### src/rtl/rr_arbiter16_pkg.sv
// arb_pkg: shared constants and state type for the 16-way round-robin arbiters
package arb_pkg;
    localparam int N_REQ = 16;
    localparam int SEL_W = 4;
    typedef enum logic [1:0] {IDLE, GRANT, RELEASE} arb_state_t;
endpackage

### src/rtl/rr_arbiter16_if.sv
// rr_arbiter16_if: request/done inputs and grant outputs of the shared select path
interface rr_arbiter16_if;
    import arb_pkg::*;
    logic [N_REQ-1:0] req;
    logic             done;
    logic             gnt_valid;
    logic [SEL_W-1:0] gnt_sel;
    logic [N_REQ-1:0] gnt_onehot;
    logic             timeout;
    modport master (output req, done, input gnt_valid, gnt_sel, gnt_onehot, timeout);
    modport slave  (input req, done, output gnt_valid, gnt_sel, gnt_onehot, timeout);
endinterface

### src/rtl/rr_arbiter16_pick16.sv
// rr_pick16: first set request at or after ptr, searching upward with wrap
module rr_pick16
    import arb_pkg::*;
(
    input  logic [N_REQ-1:0] req,
    input  logic [SEL_W-1:0] ptr,
    output logic             any,
    output logic [SEL_W-1:0] idx
);
    logic [N_REQ-1:0] rot;
    logic [SEL_W-1:0] off;
    assign rot = N_REQ'({req, req} >> ptr);
    assign any = |req;
    assign idx = off + ptr;
    // lowest set bit of the rotated vector is the distance from ptr to the winner
    always_comb begin
        off = '0;
        for (int i = N_REQ - 1; i >= 0; i--) if (rot[i]) off = SEL_W'(i);
    end
endmodule

### src/rtl/rr_arbiter16.sv
// rr_arbiter16: round-robin owner of a 16:1 single-bit select with hold limit
module rr_arbiter16
    import arb_pkg::*;
#(
    parameter int MAX_HOLD = 16,
    parameter int HOLD_W   = 8
) (
    input logic clk,
    input logic reset,
    rr_arbiter16_if.slave bus
);
    arb_state_t       state;
    logic [SEL_W-1:0] ptr;
    logic [HOLD_W-1:0] cnt;
    logic             any;
    logic [SEL_W-1:0] pick;
    logic             rel_norm;
    logic             rel_force;

    rr_pick16 u_pick (.req(bus.req), .ptr(ptr), .any(any), .idx(pick));

    assign rel_norm  = bus.done || !bus.req[bus.gnt_sel];
    assign rel_force = (MAX_HOLD != 0) && (cnt == HOLD_W'(MAX_HOLD - 1));

    // grant FSM; gnt_sel is left untouched on release so the mux select never glitches
    always_ff @(posedge clk) begin
        if (reset) begin
            state          <= IDLE;
            ptr            <= '0;
            cnt            <= '0;
            bus.gnt_valid  <= 1'b0;
            bus.gnt_sel    <= '0;
            bus.gnt_onehot <= '0;
            bus.timeout    <= 1'b0;
        end else begin
            bus.timeout <= 1'b0;
            case (state)
                IDLE: if (any) begin
                    state          <= GRANT;
                    cnt            <= '0;
                    bus.gnt_valid  <= 1'b1;
                    bus.gnt_sel    <= pick;
                    bus.gnt_onehot <= N_REQ'(1) << pick;
                end
                GRANT: if (rel_norm || rel_force) begin
                    state          <= RELEASE;
                    ptr            <= bus.gnt_sel + SEL_W'(1);
                    bus.gnt_valid  <= 1'b0;
                    bus.gnt_onehot <= '0;
                    bus.timeout    <= !rel_norm;
                end else begin
                    cnt <= (cnt == '1) ? cnt : cnt + HOLD_W'(1);
                end
                default: state <= IDLE;
            endcase
        end
    end
endmodule

### src/flat_wrapper.sv
// flat-port wrapper written by rule: the top's interface ports become plain ports
module rr_arbiter16_flat import arb_pkg::*;
#(
    parameter int MAX_HOLD = 16,
    parameter int HOLD_W   = 8
)
  (clk, reset, bus_req, bus_done, bus_gnt_valid, bus_gnt_sel, bus_gnt_onehot, bus_timeout);
  rr_arbiter16_if bus_i ();
  input logic clk;
  input logic reset;
  input wire logic [$bits(bus_i.req)-1:0] bus_req;
  input wire logic [$bits(bus_i.done)-1:0] bus_done;
  output wire logic [$bits(bus_i.gnt_valid)-1:0] bus_gnt_valid;
  output wire logic [$bits(bus_i.gnt_sel)-1:0] bus_gnt_sel;
  output wire logic [$bits(bus_i.gnt_onehot)-1:0] bus_gnt_onehot;
  output wire logic [$bits(bus_i.timeout)-1:0] bus_timeout;
  assign bus_i.req = bus_req;
  assign bus_i.done = bus_done;
  assign bus_gnt_valid = bus_i.gnt_valid;
  assign bus_gnt_sel = bus_i.gnt_sel;
  assign bus_gnt_onehot = bus_i.gnt_onehot;
  assign bus_timeout = bus_i.timeout;
  rr_arbiter16 #(.MAX_HOLD(MAX_HOLD), .HOLD_W(HOLD_W)) u_core (.clk(clk), .reset(reset), .bus(bus_i));
endmodule
### config.mk
export PLATFORM = sky130hd
export DESIGN_NAME = rr_arbiter16_flat
export DESIGN_NICKNAME = d
export VERILOG_FILES = /design/src/rtl/rr_arbiter16_pkg.sv /design/src/rtl/rr_arbiter16_if.sv /design/src/rtl/rr_arbiter16_pick16.sv /design/src/rtl/rr_arbiter16.sv /design/src/flat_wrapper.sv
export SDC_FILE = /design/constraint.sdc
export NUM_CORES = 1
export LEC_CHECK = 0
export ABC_AREA = 1
export CORE_ASPECT_RATIO = 0.75
export CORE_MARGIN = 2
export CORE_UTILIZATION = 35
export CTS_CLUSTER_DIAMETER = 50
export DETAILED_ROUTE_END_ITERATION = 12
export PLACE_DENSITY = 0.66
export SLEW_MARGIN = 40
export SYNTH_ARGS = -nofsm -noshare
export SYNTH_HDL_FRONTEND = slang
export SYNTH_HIERARCHICAL = 1
export SYNTH_SLANG_ARGS = --single-unit
### constraint.sdc
create_clock -name clk -period 3.6 [get_ports clk]
set_input_delay 0.54 -clock clk [delete_from_list [all_inputs] [get_ports clk]]
set_output_delay 0.54 -clock clk [all_outputs]
set_load 0.01 [all_outputs]
* Yosys cells after proc, flatten, opt, wreduce, memory -nomap -nowiden
Index checks and enable logic that the tools add are counted.
Widths: inputs -> output; s select.
** Storage, ports and cells
- Input bits :: 19
- Logic and storage cells :: 66
- Bits in registers :: 36
- Output and inout port bits :: 22
** Cells by class
- Add/sub/neg operators :: 3
- Shifts and indexed selects :: 2
- Reductions and logical operators :: 13
- Bitwise gates (word level) :: 2
- Multiplexer cells :: 31
- Eq/ne operators :: 7
- $lt $le $gt $ge :: 1
** Operators with widths (count)
- $mux 4 :: 16
- $mux 16 :: 2
- $pmux 16 s2 :: 1
- $shr 32x4->16 :: 1
- $mux 8 :: 3
- $pmux 8 s2 :: 1
- $reduce_or 16->1 :: 1
- $shl 1x4->16 const A :: 1
- $add 8x1->8 const B :: 1
- $eq 8x4->1 const B :: 1
- $eq 8x8->1 const B :: 1
- $reduce_and 2->1 :: 3
- $lt 4x5->1 const B :: 1
- $add 4x1->4 const B :: 1
- $add 4x4->4 :: 1
- $bmux 1 s4 :: 1
- $mux 2 :: 2
- $ne 2x1->1 const B :: 2
- $ne 2x2->1 const B :: 2
- $pmux 2 s2 :: 1
- $reduce_and 4->1 :: 1
- $mux 1 :: 3
- $reduce_and 3->1 :: 1
- $reduce_or 3->1 :: 1
- 7 further kinds :: 10

* Depth between registers and ports, before layout
- Word-level depth :: 21
- Gate-level depth with buffers :: 32
- Gate-level depth less buffers :: 30

* By module
The synthesis kept the hierarchy.
** Modules (own cells, without submodules)
- rr_arbiter16 :: cells an instance 263, instances 1, area each 1993.2 um2, seq. area each 720.7 um2
- rr_pick16 :: cells an instance 224, instances 1, area each 1247.4 um2, seq. area each 0.0 um2

* Worst setup path after synthesis
OpenSTA, ideal clock, no wires.
- Path type :: register to register
- From :: reg u_core.ptr[1]
- To :: reg u_core.bus.gnt_onehot[14]
- Slack :: 321 ps
- Buffers on the path :: 2
- Data required time :: 3529 ps
- Cell stages (with the launch flop) :: 29
- Arrival :: 3208 ps
- Library setup time :: 71 ps
- Clock period less this slack :: 3279 ps
- Cells stage by stage :: dfxtp_1 -> buf_4 -> inv_4 -> buf_6 -> nand3_1 -> nand3_2 -> nand3_2 -> nand2_1 -> nand2_1 -> nand2_1 -> nand2_1 -> nand2_1 -> nand2_1 -> nand2_1 -> nand2_1 -> nand2_1 -> nand2_1 -> nand2_1 -> nand2_1 -> nand2_1 -> nand2_1 -> a21oi_1 -> ha_1 -> fa_1 -> xor2_1 -> inv_1 -> nor4_1 -> nand2_1 -> a21oi_2
** Between the ends
- Word-level cells in the longest chain between the ends :: 21
** Ends and longest elaborated chain
- start: declaration :: line rr_arbiter16.sv:13 : logic [SEL_W-1:0] ptr;
- start signal: assignment :: line rr_arbiter16.sv:47 : ptr <= bus.gnt_sel + SEL_W'(1);
- $shr 32x4->16 :: line rr_arbiter16_pick16.sv:12 : assign rot = N_REQ'({req, req} >> ptr);
- $mux 4 (16 in series) :: line rr_arbiter16_pick16.sv:18 : for (int i = N_REQ - 1; i >= 0; i--) if (rot[i]) off = SEL_W'(i);
- $add 4x4->4 * :: line rr_arbiter16_pick16.sv:14 : assign idx = off + ptr;
- via u_core.pick[2] :: line rr_arbiter16.sv:16 : logic [SEL_W-1:0] pick;
- $shl 1x4->16 * :: line rr_arbiter16.sv:43 : bus.gnt_onehot <= N_REQ'(1) << pick;
- $mux 16 * :: line rr_arbiter16.sv:38 : IDLE: if (any) begin
- $pmux 16 s2 * :: line rr_arbiter16.sv:37 : case (state)
- end signal: assignment :: line rr_arbiter16.sv:43
- end: declaration :: line rr_arbiter16_if.sv:11 : modport slave (input req, done, output gnt_valid, gnt_sel, gnt_onehot, timeout);
Mark *: on every way through the listed nets, which the timed path passes. The rest lies on a longest branch. The select of a mux whose other input is x is not followed.
A chain may end at the register's enable or synchronous reset.

* Final worst setup path
- From :: reg u_core.ptr[0]
- To :: reg u_core.bus.gnt_onehot[15]
Same word-level chain as after synthesis.

==> run_results.csv <==
group,metric,value,unit
route,firstDrtPassIters,5,
grt,antenna_found_initial,0,
power,power.density,829.1,nW/um^2
grt,grt_pass1_wl,14880,microns
grt,first_global_vias,3103,
route,via_per_inst,5.209,
clock_tree,clk_pin_slew,0.06,ns
die,die_height,87.33,microns
synth,ys_top_cells_by_area,"dfxtp_1 22%, nand2_1 15%, nand3_1 12%",
timing,holdWs,0.4643,ns
die,die_w,115.1,microns
die,core_area,9009,sq um
timing,fin_setup_tns,0,ns
clock_tree,cts_sinks,36,
route,wl_per_cell,13.90,microns
clock_tree,cts_tree,"done",
synth,synth-seq-cells,36,
grt,overflow,0,
timing,max_slew.worst_pin.slew,0.5339,ns
clock_tree,tritoncts.num_buffers,5,
final_layout,final_cell_count_no_fill,675,
timing,skew,0.005818,ns
die,io_pins,41,
final_layout,multiInputGateArea,2286,sq um
timing,slew_viol_final,0,
critical_path,slowest_stage,"dfxtp_4",
final_layout,nNetsFinal,587,
final_layout,fillCellCount,896,
route,drc,0,
critical_path,crit_family,"simple AND/OR/NAND/NOR gates",
synth,syn_area_per_cell,6.654,sq um
synth,synth_top_area_share,22.24,%
route,drtIter0Drc,267,
critical_path,path_class,"flop to flop",
timing,rsz0062_at_grt,"true",
final_layout,drive_above_1_share,30.37,%
critical_path,arrival,3.58,ns
hold_path,hp-class,"flop to flop",
critical_path,start_kind,"flop",
placed_design,place.detailed.instances,660,
critical_path,path_cells,"buf_12 > nand2_1 > nand3_1 > nand3_1 > nand2_1 > o21ai_2 > buf_4 > nand2_1 > nor2_1 > inv_1 > a21oi_1 > nor2_1 > ha_1 > a21oi_1 > nand2_2 > xor2_2 > xnor2_2 > inv_1 > nor2_1 > buf_4 > nand2_1 > a21oi_2",
placed_design,dp_hpwl,6658,microns
job,drv_cap,0,
timing,hold_violations,0,
synth,synth_area,3241,sq um
synth,seq_area_frac_synth,22.24,%
timing,post-route-period-util,93.66,%
route,num_vias,3516,
critical_path,cpPeakStageDelay,0.40,ns
critical_path,cp_max_fo,9,
clock_tree,clock_latency,0.28,ns
critical_path,reg2reg_slack,0.23,ns
route,ant_nets,0,
status,status,"finished, final reports clean",
clock_tree,cts.htree.levels,2,
synth,ys_warn_count,6,
placed_design,gp_congestion,0.9152,
die,die-area,10050,sq um
power,leakage,0.002007,uW
critical_path,crit_required,3.81,ns
final_layout,seqCellArea,725.7,sq um
grt,grt_usage,18.14,%
synth,postSynthCellCount,487,
clock_tree,cts-root-buf,"clkbuf_16",
synth,synth_cell_types,40,
timing,max_freq,296.6,MHz
critical_path,cp_common_cell,"nand2_1",
power,max-vdd-ir-drop,0.4137,mV
final_layout,diodes,0,
critical_path,end_kind,"flop",
critical_path,crit_buf_inv,5,
final_layout,syn_to_final_growth,35.41,%
synth,syn_nets,512,
route,routed_wl,9381,microns
synth,synth_largest_area_cell,"dfxtp_1",
timing,maxSlewHeadroom,64.36,%
die,initial_utilization,35.97,%
clock_tree,clockBufferDepth,2,
timing,setup_viol_count_final,0,
timing,period_needed,3.372,ns
grt,grt_start_max_net_pins,38,
die,placement_rows,30,
placed_design,numPortBuffers,40,
-- cell usage after synthesis --
library cell,number
nor2_1,28
fa_1,1
nand2_2,7
nand2_8,1
xnor2_1,1
buf_8,1
nand4_1,3
xor2_1,5
ha_1,5
o21a_2,1
inv_2,2
buf_6,4
nand3_2,31
a21oi_1,17
o21ai_0,19
a21oi_2,17
dfxtp_1,36
o21ai_2,2
a31oi_1,1
a211oi_1,1
nor3_1,7
a21boi_1,1
and2_1,2
nand3_4,1
nor4_1,6
buf_4,6
buf_2,7
inv_4,1
o21ai_1,5
nand2_4,6
nand2_1,127
inv_1,44
inv_6,1
nor2_2,2
buf_12,3
clkbuf_1,2
inv_8,1
and3_1,1
a211oi_2,1
nand3_1,80
-- registers in the layout, summed over array words and instances, names as in the netlist --
name and flops:
u_core/cnt 8, u_core/bus.gnt_sel 4, u_core/state 2, u_core/bus.gnt_valid 1, u_core/bus.gnt_onehot 16, u_core/ptr 4, u_core/bus.timeout 1
-- cells in the final DEF (no fill, tap or decap), types with 2 or more instances in the layout --
master and instances:
nand3_1 68, o21ai_1 6, o21ai_2 4, ha_1 4, inv_1 42, dlymetal6s2s_1 15, xor2_2 2, nor2_2 2
buf_4 45, a21oi_1 15, clkbuf_16 6, nand4_1 3, dfxtp_1 34, buf_12 3, o21ai_0 16, nor3_2 7
nor2_1 27, inv_2 2, nand3_2 43, clkdlybuf4s50_1 24, a211oi_2 2, nand2_2 10, inv_6 2, and2_1 2
nor4_1 5, inv_4 2, a21oi_2 19, clkinvlp_4 2, nand2_1 124, xor2_1 3, nand2_4 6
-- layer usage --
metal	GRT usage, %	share of wire [%]
met1	26.24	49
met2	27.86	45
met3	3.410	4.7
met4	4.162	1.3
met5	0	0
-- report_power, final --
group	internal (uW)	total, uW	leakage (uW)	switching [uW]
Sequential	503	638	0.000295	136
Combinational	1060	2560	0.00164	1500
Clock	275	436	0.0000701	161
Total	1840	3640	0.00201	1800
-- path summary, 6_finish.rpt --
kind / from / end / cells after the start
setup reg to reg: u_core/ptr[0] / u_core/bus.gnt_onehot[15] / 22
hold / removal: u_core/bus.gnt_valid / u_core/bus.gnt_valid / 2
hold reg to reg: u_core/bus.gnt_valid / u_core/bus.gnt_valid / 2
setup / recovery: u_core/ptr[0] / u_core/bus.gnt_onehot[15] / 22
-- tightest hold or removal path: cells and delay by family, from the launching register on --
family | cells | cell delay (ns)
flip-flops | 1 | 0.31
AND/OR/NAND/NOR | 1 | 0.06
AO/OA/AOI/OAI | 1 | 0.05
-- layout make-up --
type	count	share of cell area (%)
timing repair buffer	90	19.76
tap	112	3.194
inverter	49	4.790
clock buffer	7	3.251
multi-input combinational	379	52.10
clock inverter	1	0.1711
timing repair inverter	1	0.1996
sequential	36	16.54
-- repair_timing --
item | in CTS | in global routing
gates resized for setup | 11 | 58
cloned | 0 | 2
hold buffers | 0 | 0
buffers inserted | 1 | 4
pin swaps | 1 | 7
setup endpoints to repair | 15 | 19
-- metrics by stage --
| stage | setup WS [ns] | power, uW | util (%) | instance area [sq um] |
|---|---|---|---|---|
| 2_1_floorplan | 0.3206 | 2141 | - | 3241 |
| 3_3_place_gp | -0.5350 | 2782 | 43.47 | 3916 |
| 3_5_place_dp | -0.5552 | 2823 | 43.47 | 3916 |
| 4_1_cts | 0.004914 | 3383 | 45.79 | 4125 |
| 5_1_grt | -0.05649 | 3949 | 48.71 | 4388 |
| 6_report | 0.2282 | 3638 | 48.71 | 4388 |
-- logic make-up (layout without fill, tap and decap cells) --
kind of cell / count (synthesis) / after routing / synth area share, %
and+or+nand+nor: 302 / 302 / 48.26
adders and majority gates: 6 / 6 / 2.548
AOI/OAI and AO/OA: 65 / 65 / 12.78
xor gates and xnor gates: 6 / 6 / 1.622
buffers and inverters: 72 / 148 / 12.55
DFF: 36 / 36 / 22.24
Power figures use the tool's default switching activity.
==> RTL change 1 (same settings) <==
Set the package constant `SEL_W` to 3 (it was 4).
--- a/src/rtl/rr_arbiter16_pkg.sv
+++ b/src/rtl/rr_arbiter16_pkg.sv
@@ -2,5 +2,5 @@
 package arb_pkg;
     localparam int N_REQ = 16;
-    localparam int SEL_W = 4;
+    localparam int SEL_W = 3;
     typedef enum logic [1:0] {IDLE, GRANT, RELEASE} arb_state_t;
 endpackage
Interface: changed (resized bus_gnt_sel); port bits go from 41 to 40. The function was not compared with the original's and may differ.
==> RTL change 1 against the unedited design <==
Worst setup slack better by 0.018 ns. Cell area decreased by 30%. Area after synthesis is 26% lower. Routed wire length shrank 32%. Clock power shrank 43%. Cell count fell by 24%. Fmax grew 0.54%. Power is 50% lower. Sequential cell count shrank 10. Largest power group unchanged.
==> RTL change 1: results (changes against the unedited design) <==
metric	value	unit	change
r2r_cells	29		+32%
crit_path_max_fanout	4		-5
port_buffers	31		-23%
cts_buffers	3		-2
worst_slew_pin_slew	0.7425	ns	+0.2086 ns
met2_usage	0.2520		-0.02658
timing.rr.end	u_core/bus.gnt_onehot[3]		
drive_gt1_frac	0.2277		-0.07603
cpLargestDelayFamily	buffers and inverters		
yosysSeqAreaShare	0.2157		-0.006738
preCtsSetupSlack	-0.2160	ns	+0.3392 ns
status	complete, no violations		
synthTopCellsByArea	dfxtp_1 (22%), nand2_1 (17%), nand3_1 (9.5%)		
p_sw	0.0008510	W	-53%
num_vias	2530		-28%
cts.reportedPaths.clkPinSlew	0.10	ns	+0.04 ns
reg2reg_slack	0.28	ns	+0.05 ns
critPathMaxStageDelay	0.46	ns	+0.06 ns
place_area	2903	µm²	-26%
whs	0.4736	ns	+0.009279 ns
dp_hpwl	4.876	mm	-27%
wl_met2	2.838	mm	-33%
p_clk_frac	0.136		+0.016
gp_congestion	0.9298		+1.6%
final_nets	450		-23%
critPathSlowestCell	clkdlybuf4s50_1		
grt_max_degree	30		-21%
avgSynthCellArea	6.419	µm²	-3.5%
fin_cells	510		-24%
p_leak	1.471	nW	-27%
startpoint	bus_req[9]		
drtIter0Drc	200		-25%
RTL change 1: cell families after synthesis:
family,count (synthesis),share of synthesized area
xor gates and xnor gates,3,0.01089
and+or+nand+nor,216,0.4360
adders and majority gates,4,0.02385
other,1,0.001554
DFF,26,0.2157
AOI/OAI and AO/OA,57,0.1576
buffers and inverters,69,0.1545
RTL change 1: timing repair:
action	in CTS	in global routing
setup endpoints to repair	0	9
resized for setup	0	36
hold buffers	0	0
RTL change 1: area by class of cell:
| cell class | count | area (µm²) |
|---|---|---|
| clock buffers | 3 | 41.29 |
| clock inverters | 1 | 30.03 |
| fillers | 685 | 3672 |
| inverters | 44 | 175.2 |
| multi-input cells | 288 | 1589 |
| flip-flops and latches | 26 | 523.0 |
| well taps | 84 | 105.1 |
| repair buffers | 64 | 598.1 |
==> RTL change 2 (config.mk and constraints unchanged) <==
Without the edit above. Reset style: asynchronous (`reset`), changed in one clocked block.
--- a/src/rtl/rr_arbiter16.sv
+++ b/src/rtl/rr_arbiter16.sv
@@ -24,5 +24,5 @@
 
     // grant FSM; gnt_sel is left untouched on release so the mux select never glitches
-    always_ff @(posedge clk) begin
+    always_ff @(posedge clk or posedge reset) begin
         if (reset) begin
             state          <= IDLE;
Formal check against the unedited RTL: differs if reset is asserted again (counterexample within 4 cycles, from zero or initial values and one cycle with reset high); with reset held inactive, the same outputs for 10 cycles.
==> RTL change 2 against the unedited design <==
Sequential cell count unchanged. Sequential share of layout area increased by 4.7 points. Cell area is 3.1% lower. Worst setup slack worse by 0.029 ns. Area after synthesis decreased by 2.9%. Routed wire length fell by 4.8%. Power grew 22%. Global-route usage shrank 0.053 points. Critical endpoint is now u_core/bus.gnt_onehot[8]. Largest cell class unchanged.
==> RTL change 2: results (changes against the unedited design) <==
metric	value	unit	change
clock_skew	0.005573	ns	-0.0002446 ns
grt_pass1_vias	3076		-0.87%
n_fill_cell	824		-8.0%
p_leak	2.303	nW	+15%
crit_path_max_fanout	16		+7
netlist_top_cells_count	nand2_1 (155), nand3_1 (104), inv_1 (41)		
wl_met3	493	µm	+11%
inverters	47		-6.0%
fin_crit_sh	0.9446		+0.007959
whs	0.4960	ns	+0.03165 ns
final_nets	580		-1.2%
worstPathArrival	3.61	ns	+0.03 ns
timing.rr.end	u_core/bus.gnt_onehot[8]		
via_per_inst	5.114		-1.8%
max_slew_margin	0.6679		+0.02429
synth_nets	501		-2.1%
wl_met2	3.903	mm	-7.9%
grt_first_pass_wirelength	14.72	mm	-1.1%
sh_seq_area	0.2121		+0.04674
use_met1	0.2768		+0.01438
fin_cells	664		-1.6%
grtUsageMet3	0.03039		-0.003710
yosysSeqAreaShare	0.2863		+0.06389
startpoint	u_core/ptr[0]		
hp-start	u_core/bus.gnt_onehot[1]		
critPathMaxStageDelay	0.50	ns	+0.10 ns
synth.distinct_cells	38		-5.0%
multi_input_cells	373		-1.6%
grt_max_degree	37		-2.6%
synth_compound_area_frac	0.07237		-0.05543
avgSynthCellArea	6.611	µm²	-0.65%
wirelength_met1	4.510	mm	-1.4%
crit_end	u_core/bus.gnt_onehot[8]		
status	complete, no violations		
synthXorXnorAreaFrac	0.01392		-0.002300
buf_share	0.2074		+0.009809
min_to	u_core/bus.gnt_onehot[1]		
## RTL change 2: cell types whose count changed after synthesis, moves of 3 or more
cell | before | now
inv_1 | 44 | 41
buf_6 | 4 | 7
dfxtp_1 | 36 | 0
nor3_1 | 7 | 1
nor2_1 | 28 | 22
nand3_2 | 31 | 15
nand2_1 | 127 | 155
buf_4 | 6 | 3
dfrtp_1 | 0 | 36
o21ai_0 | 19 | 15
a21oi_2 | 17 | 0
a21oi_1 | 17 | 9
nand3_1 | 80 | 104
## RTL change 2: logic make-up after synthesis
logic type / after synthesis
buffers and inverters: 67
AO/OA/AOI/OAI: 39
XOR/XNOR: 5
AND/OR/NAND/NOR: 323
adder cells (fa/ha/maj): 6
flip-flops: 36
## RTL change 2: where the power goes
part           internal, W  total (W)  switching [W]  leakage, nW
combinational      0.00138    0.00333        0.00195         1.75
clock             0.000276   0.000440       0.000164       0.0701
sequential        0.000531   0.000659       0.000128        0.480
total              0.00219    0.00443        0.00225         2.30
